===== src/rtl/matrix_3x3_ctrl_if.sv =====
// Pixel-stream interface between the video source, the 3x3 window controller
// and the line buffer / window consumer.
interface matrix_3x3_ctrl_if;
  // Handshake: a pixel is offered when per_frame_clken and per_frame_href are
  // both high on a rising clock edge; there is no back-pressure (no ready), so
  // every qualified strobe is either taken or dropped by the controller.
  logic       per_frame_vsync;
  logic       per_frame_href;
  logic       per_frame_clken;
  logic       lb_href;
  logic       lb_clken;
  logic [9:0] col_cnt;
  logic [9:0] row_cnt;
  logic       win_valid;
  logic       win_first_col;
  logic       win_last_col;
  logic       win_first_row;
  logic       win_last_row;
  logic       frame_done;
  logic       line_err;
  logic [1:0] fsm_state;

  modport master (
    output per_frame_vsync, per_frame_href, per_frame_clken,
    input  lb_href, lb_clken, col_cnt, row_cnt, win_valid,
    input  win_first_col, win_last_col, win_first_row, win_last_row,
    input  frame_done, line_err, fsm_state
  );

  modport slave (
    input  per_frame_vsync, per_frame_href, per_frame_clken,
    output lb_href, lb_clken, col_cnt, row_cnt, win_valid,
    output win_first_col, win_last_col, win_first_row, win_last_row,
    output frame_done, line_err, fsm_state
  );
endinterface


===== src/rtl/matrix_3x3_ctrl.sv =====
// Frame/line sequencer for a 3x3 neighbourhood filter: counts pixels and lines,
// gates line-buffer writes and flags when a full window is available.
module matrix_3x3_ctrl #(
  parameter int H_ACT = 640,
  parameter int V_ACT = 480
) (
  input logic              clk,
  input logic              rst_n,
  matrix_3x3_ctrl_if.slave bus
);
  typedef enum logic [1:0] {
    IDLE      = 2'd0,
    WAIT_LINE = 2'd1,
    LINE      = 2'd2,
    GAP       = 2'd3
  } state_t;

  // Column counter is 11 bits so that saturating at H_ACT=1024 cannot wrap.
  localparam logic [10:0] H_LIM    = 11'(H_ACT);
  localparam logic [9:0]  V_LIM    = 10'(V_ACT);
  localparam logic [9:0]  COL_LAST = 10'(H_ACT - 1);
  localparam logic [9:0]  ROW_LAST = 10'(V_ACT - 2);

  state_t      state;
  logic        vsync_q, href_q;
  logic [10:0] col;
  logic [9:0]  row;
  logic        ovf;
  logic        p1_valid;
  logic [9:0]  p1_col, p1_row;
  logic        lb_href_r, lb_clken_r, win_valid_r, frame_done_r, line_err_r;
  logic        first_col_r, last_col_r, first_row_r, last_row_r;
  logic [9:0]  col_cnt_r, row_cnt_r;

  logic        vs_rise, hr_rise, hr_fall, start_line, in_line, take, extra;
  logic [10:0] col_base;
  logic [9:0]  row_base;

  assign vs_rise    = bus.per_frame_vsync & ~vsync_q;
  assign hr_rise    = bus.per_frame_href & ~href_q;
  assign hr_fall    = ~bus.per_frame_href & href_q;
  // A vsync edge restarts the frame, so a coincident href edge opens row 0.
  assign start_line = hr_rise & (vs_rise | (state == WAIT_LINE) |
                                 ((state == GAP) & (row != V_LIM)));
  assign in_line    = start_line | ((state == LINE) & ~vs_rise & bus.per_frame_href);
  assign col_base   = start_line ? 11'd0 : col;
  assign row_base   = vs_rise ? 10'd0 : row;
  assign take       = in_line & bus.per_frame_href & bus.per_frame_clken & (col_base < H_LIM);
  assign extra      = (state == LINE) & ~vs_rise & bus.per_frame_href &
                      bus.per_frame_clken & (col == H_LIM);

  always_ff @(posedge clk or negedge rst_n) begin
    if (!rst_n) begin
      state        <= IDLE;
      vsync_q      <= 1'b0;
      href_q       <= 1'b0;
      col          <= '0;
      row          <= '0;
      ovf          <= 1'b0;
      p1_valid     <= 1'b0;
      p1_col       <= '0;
      p1_row       <= '0;
      lb_href_r    <= 1'b0;
      lb_clken_r   <= 1'b0;
      win_valid_r  <= 1'b0;
      first_col_r  <= 1'b0;
      last_col_r   <= 1'b0;
      first_row_r  <= 1'b0;
      last_row_r   <= 1'b0;
      frame_done_r <= 1'b0;
      line_err_r   <= 1'b0;
      col_cnt_r    <= '0;
      row_cnt_r    <= '0;
    end else begin
      vsync_q      <= bus.per_frame_vsync;
      href_q       <= bus.per_frame_href;
      lb_href_r    <= bus.per_frame_href;
      lb_clken_r   <= take;
      frame_done_r <= 1'b0;
      line_err_r   <= 1'b0;
      // Rows 0 and 1 only fill the line buffer; the window centre lags by one row.
      p1_valid     <= take && (row_base >= 10'd2);
      if (take) begin
        col    <= col_base + 11'd1;
        p1_col <= col_base[9:0];
        p1_row <= row_base - 10'd1;
      end else if (start_line) begin
        col <= '0;
      end
      win_valid_r <= p1_valid;
      first_col_r <= p1_valid && (p1_col == 10'd0);
      last_col_r  <= p1_valid && (p1_col == COL_LAST);
      first_row_r <= p1_valid && (p1_row == 10'd1);
      last_row_r  <= p1_valid && (p1_row == ROW_LAST);
      if (p1_valid) begin
        col_cnt_r <= p1_col;
        row_cnt_r <= p1_row;
      end
      if (vs_rise) begin
        row <= '0;
        ovf <= 1'b0;
        if (hr_rise) begin
          state <= LINE;
        end else begin
          state <= WAIT_LINE;
          col   <= '0;
        end
      end else begin
        case (state)
          WAIT_LINE: if (hr_rise) begin
            state <= LINE;
            ovf   <= 1'b0;
          end
          LINE: begin
            if (extra) ovf <= 1'b1;
            if (hr_fall) begin
              state      <= GAP;
              row        <= row + 10'd1;
              line_err_r <= (col != H_LIM) || ovf;
            end
          end
          GAP: if (row == V_LIM) begin
            state        <= IDLE;
            frame_done_r <= 1'b1;
          end else if (hr_rise) begin
            state <= LINE;
            ovf   <= 1'b0;
          end
          default: ;
        endcase
      end
    end
  end

  assign bus.lb_href       = lb_href_r;
  assign bus.lb_clken      = lb_clken_r;
  assign bus.col_cnt       = col_cnt_r;
  assign bus.row_cnt       = row_cnt_r;
  assign bus.win_valid     = win_valid_r;
  assign bus.win_first_col = first_col_r;
  assign bus.win_last_col  = last_col_r;
  assign bus.win_first_row = first_row_r;
  assign bus.win_last_row  = last_row_r;
  assign bus.frame_done    = frame_done_r;
  assign bus.line_err      = line_err_r;
  assign bus.fsm_state     = state;
endmodule


===== src/flat_wrapper.sv =====
// flat-port wrapper written by rule: the top's interface ports become plain ports
module matrix_3x3_ctrl_flat 
#(
  parameter int H_ACT = 640,
  parameter int V_ACT = 480
)
  (clk, rst_n, bus_per_frame_vsync, bus_per_frame_href, bus_per_frame_clken, bus_lb_href, bus_lb_clken, bus_col_cnt, bus_row_cnt, bus_win_valid, bus_win_first_col, bus_win_last_col, bus_win_first_row, bus_win_last_row, bus_frame_done, bus_line_err, bus_fsm_state);
  matrix_3x3_ctrl_if bus_i ();
  input logic clk;
  input logic rst_n;
  input wire logic [$bits(bus_i.per_frame_vsync)-1:0] bus_per_frame_vsync;
  input wire logic [$bits(bus_i.per_frame_href)-1:0] bus_per_frame_href;
  input wire logic [$bits(bus_i.per_frame_clken)-1:0] bus_per_frame_clken;
  output wire logic [$bits(bus_i.lb_href)-1:0] bus_lb_href;
  output wire logic [$bits(bus_i.lb_clken)-1:0] bus_lb_clken;
  output wire logic [$bits(bus_i.col_cnt)-1:0] bus_col_cnt;
  output wire logic [$bits(bus_i.row_cnt)-1:0] bus_row_cnt;
  output wire logic [$bits(bus_i.win_valid)-1:0] bus_win_valid;
  output wire logic [$bits(bus_i.win_first_col)-1:0] bus_win_first_col;
  output wire logic [$bits(bus_i.win_last_col)-1:0] bus_win_last_col;
  output wire logic [$bits(bus_i.win_first_row)-1:0] bus_win_first_row;
  output wire logic [$bits(bus_i.win_last_row)-1:0] bus_win_last_row;
  output wire logic [$bits(bus_i.frame_done)-1:0] bus_frame_done;
  output wire logic [$bits(bus_i.line_err)-1:0] bus_line_err;
  output wire logic [$bits(bus_i.fsm_state)-1:0] bus_fsm_state;
  assign bus_i.per_frame_vsync = bus_per_frame_vsync;
  assign bus_i.per_frame_href = bus_per_frame_href;
  assign bus_i.per_frame_clken = bus_per_frame_clken;
  assign bus_lb_href = bus_i.lb_href;
  assign bus_lb_clken = bus_i.lb_clken;
  assign bus_col_cnt = bus_i.col_cnt;
  assign bus_row_cnt = bus_i.row_cnt;
  assign bus_win_valid = bus_i.win_valid;
  assign bus_win_first_col = bus_i.win_first_col;
  assign bus_win_last_col = bus_i.win_last_col;
  assign bus_win_first_row = bus_i.win_first_row;
  assign bus_win_last_row = bus_i.win_last_row;
  assign bus_frame_done = bus_i.frame_done;
  assign bus_line_err = bus_i.line_err;
  assign bus_fsm_state = bus_i.fsm_state;
  matrix_3x3_ctrl #(.H_ACT(H_ACT), .V_ACT(V_ACT)) u_core (.clk(clk), .rst_n(rst_n), .bus(bus_i));
endmodule

===== config.mk =====
export PLATFORM = sky130hd
export DESIGN_NAME = matrix_3x3_ctrl_flat
export DESIGN_NICKNAME = d
export VERILOG_FILES = /design/src/rtl/matrix_3x3_ctrl_if.sv /design/src/rtl/matrix_3x3_ctrl.sv /design/src/flat_wrapper.sv
export SDC_FILE = /design/constraint.sdc
export NUM_CORES = 1
export LEC_CHECK = 0
export CAP_MARGIN = 40
export CORE_ASPECT_RATIO = 2
export CORE_MARGIN = 1
export CORE_UTILIZATION = 40
export CTS_CLUSTER_DIAMETER = 80
export DETAILED_ROUTE_END_ITERATION = 10
export MAX_ROUTING_LAYER = met4
export REMOVE_ABC_BUFFERS = 1
export SLEW_MARGIN = 30
export SYNTH_ARGS = -nofsm -noshare
export SYNTH_HDL_FRONTEND = slang
export SYNTH_SLANG_ARGS = --single-unit
export TNS_END_PERCENT = 20

===== constraint.sdc =====
create_clock -name clk -period 6.9 [get_ports clk]
set_input_delay 2.07 -clock clk [delete_from_list [all_inputs] [get_ports clk]]
set_output_delay 2.07 -clock clk [all_outputs]
set_load 0.02 [all_outputs]

==> summary.txt <==
Register Area: 0.00188 mm2
largest net degree at the start of global routing: 52
Post-CTS Setup Bufs: 0
Critical Path RT: 7.11 ns
Startpoint Class: input port
IO Port Bufs: 35
Max H-tree Level: 3
count of different cell masters after synthesis: 54
FF+latch count, synth: 75
FILL cells: 831
RSZ-0062 raised after global routing: no
via-per-instance ratio: 5.39
clock sink count: 75
max cap viols: 0
Top FF cell, synth: dfrtp_1
critical path fanouts, max: 24
final worst path period need: 3.95 ns
row cnt: 48
Hold Path Class: reg2reg
Post-CTS Hold Buffers: 0
share of cells above drive strength 1: 12.9%
Initial Utilization: 41.1%
fin. max-slew vios: 0
Post-DP HPWL: 5260 um
clk_skew: 0.00647 ns
CP endpoint kind: flop
initial antenna violation count: 0
gr usage total: 18.8%
Inserted Diodes: 0
synthesized area: 0.00355 mm2
PD cells: 291 mW/mm2
Post-DRT Antenna Nets: 0
setup violators final: 0
asr flop ratio synth: 100%
worst vdd ir: 0.132 mV
setup TNS: 0 ns
synth warn: 0
die area: 0.00928 mm2
Crit Reg-Reg Endpoint: u_core.col[6]
maximum clock path buffer count: 2
average wire per standard cell: 15.6 um
clk slew on worst S/H paths: 0.05 ns
Post-Syn Instances: 339
DR vias: 2584
Worst Path Arrival: 4.17 ns
DRT Wirelength: 7480 um
vias in the first global route: 2512
Detailed Routing Iterations Pass 1: 4
multi-input logic area: 0.00152 mm2
internal reg-to-reg setup slack: 4.15 ns
die height: 135 um
area delta synth->final: 19.8%
LEAKAGE: 1.88 nW
DR iter-0 viols: 188
slew margin rel.: 59.1%
first-pass GRT wire length: 12500 um
Setup CP Type: in2reg
Top Ports: 36
CTS root buf: clkbuf_16
Final period util: 57.3%
final hold vios: 0
GP Congestion: 0.862
worst r2r src: u_core.row[0]
R2R cell count: 10
TritonCTS buffer count: 9
GRT Residual Overflow: 0
post-synthesis area per instance: 10.5 um2
register area share after synthesis: 52.8%
Post-synth EDFFs: 0
Core Region: 0.00865 mm2
Critical path destination: u_core.p1_col[1]
Die X: 68.6 um
# nets final: 384
# DRC: 0
CP Launch Point: bus_per_frame_href
fin util: 49.2%
f_max: 253 MHz
PostCTS Resize Cnt: 0
later-pin clock latency in the skew report: 0.33 ns
Slew @ Worst Pin: 0.610 ns
CTS tree: yes
outcome: finished, final reports clean
cell usage after synthesis, types with 2 or more instances:
cell type	count	share of area (%)
dfrtp_1	75	53
nor2_1	35	3.7
nand2_1	34	3.6
mux2_2	21	6.7
nand3_1	17	2.4
a21oi_1	14	2.0
nor3_1	13	1.8
inv_1	12	1.3
o21ai_0	12	1.7
xnor2_1	12	3.0
nand4_1	8	1.4
buf_6	6	1.9
a31oi_1	5	0.88
clkbuf_1	5	0.53
ha_1	5	1.8
nand4b_1	5	1.2
or3_1	4	0.70
or4_1	4	0.85
a21o_1	3	0.63
buf_1	3	0.32
xor2_1	3	0.74
and2_1	2	0.35
and3_1	2	0.35
and3_4	2	0.63
nand2b_1	2	0.35
nor2b_1	2	0.35
nor3_2	2	0.56
nor4_1	2	0.35
o21a_1	2	0.42
o21ai_1	2	0.28
o31ai_4	2	1.2
worst min path at each step:
stage                                from                     to  slack (ns)  cells past startpoint
finish                   u_core.p1_row[5]       u_core.p1_row[5]        0.50                      2
global route        u_core.bus.row_cnt[5]  u_core.bus.row_cnt[5]        0.53                      1
CTS                      u_core.p1_row[5]       u_core.p1_row[5]        0.50                      2
detailed placement       u_core.p1_row[5]       u_core.p1_row[5]        0.49                      2
global placement         u_core.p1_row[5]       u_core.p1_row[5]        0.49                      2
floorplan                u_core.p1_col[7]       u_core.p1_col[7]        0.46                      2
power breakdown:
part	internal [W]	switching (W)
sequential	0.000504	0.0000588
clock	0.000264	0.000169
combinational	0.000123	0.000122
total	0.000890	0.000350
kinds of logic after synthesis:
| group | share of synthesized area (%) |
|---|---|
| AND/OR/NAND/NOR | 20.1 |
| flip-flops | 52.8 |
| AO/OA/AOI/OAI | 10.1 |
| buffers and inverters | 4.47 |
| multiplexers | 6.94 |
| XOR/XNOR | 3.70 |
| adder cells (fa/ha/maj) | 1.76 |
sequential cells by signal (all words and copies together) (netlist names), 2 cells and up:
register and cells:
u_core.col 11, u_core.bus.col_cnt 10, u_core.bus.row_cnt 10, u_core.p1_col 10
u_core.p1_row 10, u_core.row 10, u_core.bus.fsm_state 2
placed cells by master (no fill, tap or decap), types with 3 or more instances in the layout:
cell,netlist,layout
a21o_1,3,3
a21oi_1,14,14
a31oi_1,5,5
buf_4,1,4
clkbuf_1,5,4
clkbuf_16,0,9
clkdlybuf4s50_1,0,34
dfrtp_1,75,75
ha_1,5,5
inv_1,12,12
mux2_2,21,21
nand2_1,34,34
nand3_1,17,17
nand4_1,8,8
nand4b_1,5,5
nor2_1,35,35
nor3_1,13,13
o21ai_0,12,12
or3_1,4,4
or4_1,4,4
xnor2_1,12,12
xor2_1,3,3
layout make-up:
cell class              count  share of cell area, %
multi-input cells         235                   35.6
clock buffers              15                   6.29
flip-flops and latches     75                   44.1
clock inverters             1                  0.176
well taps                 100                   2.94
inverters                  13                   1.15
repair buffers             40                   9.70
critical path, cell delays in order:
cell	delay (ns)
clkdlybuf4s50_1	0.59
nand3_1	0.14
nand4b_1	0.34
and3_4	0.32
inv_2	0.32
mux2_2	0.38
routing by layer:
metal | track usage [%] | wire length, um | vias to the layer above
met4 | 8.33 | 133 | 0
met5 | - | 0 | -
met1 | 22.0 | 3200 | 1271
li1 | - | - | 1265
met3 | 4.04 | 193 | 8
met2 | 30.0 | 3960 | 40
through the flow:
| step | worst slack (ns) | cells | hold WS (ns) | area [um2] | power, W |
|---|---|---|---|---|---|
| after global routing | 2.84 | 479 | 0.525 | 4260 | 0.00130 |
| after floorplan | 2.99 | 323 | 0.456 | 3440 | 0.000696 |
| after global placement | 2.73 | 461 | 0.488 | 3940 | 0.000809 |
| final | 2.95 | 479 | 0.498 | 4260 | 0.00124 |
| after detailed placement | 2.63 | 463 | 0.489 | 3980 | 0.000818 |
| after CTS | 2.98 | 479 | 0.503 | 4260 | 0.00126 |
Note: power is estimated with default switching activity, not from simulation.
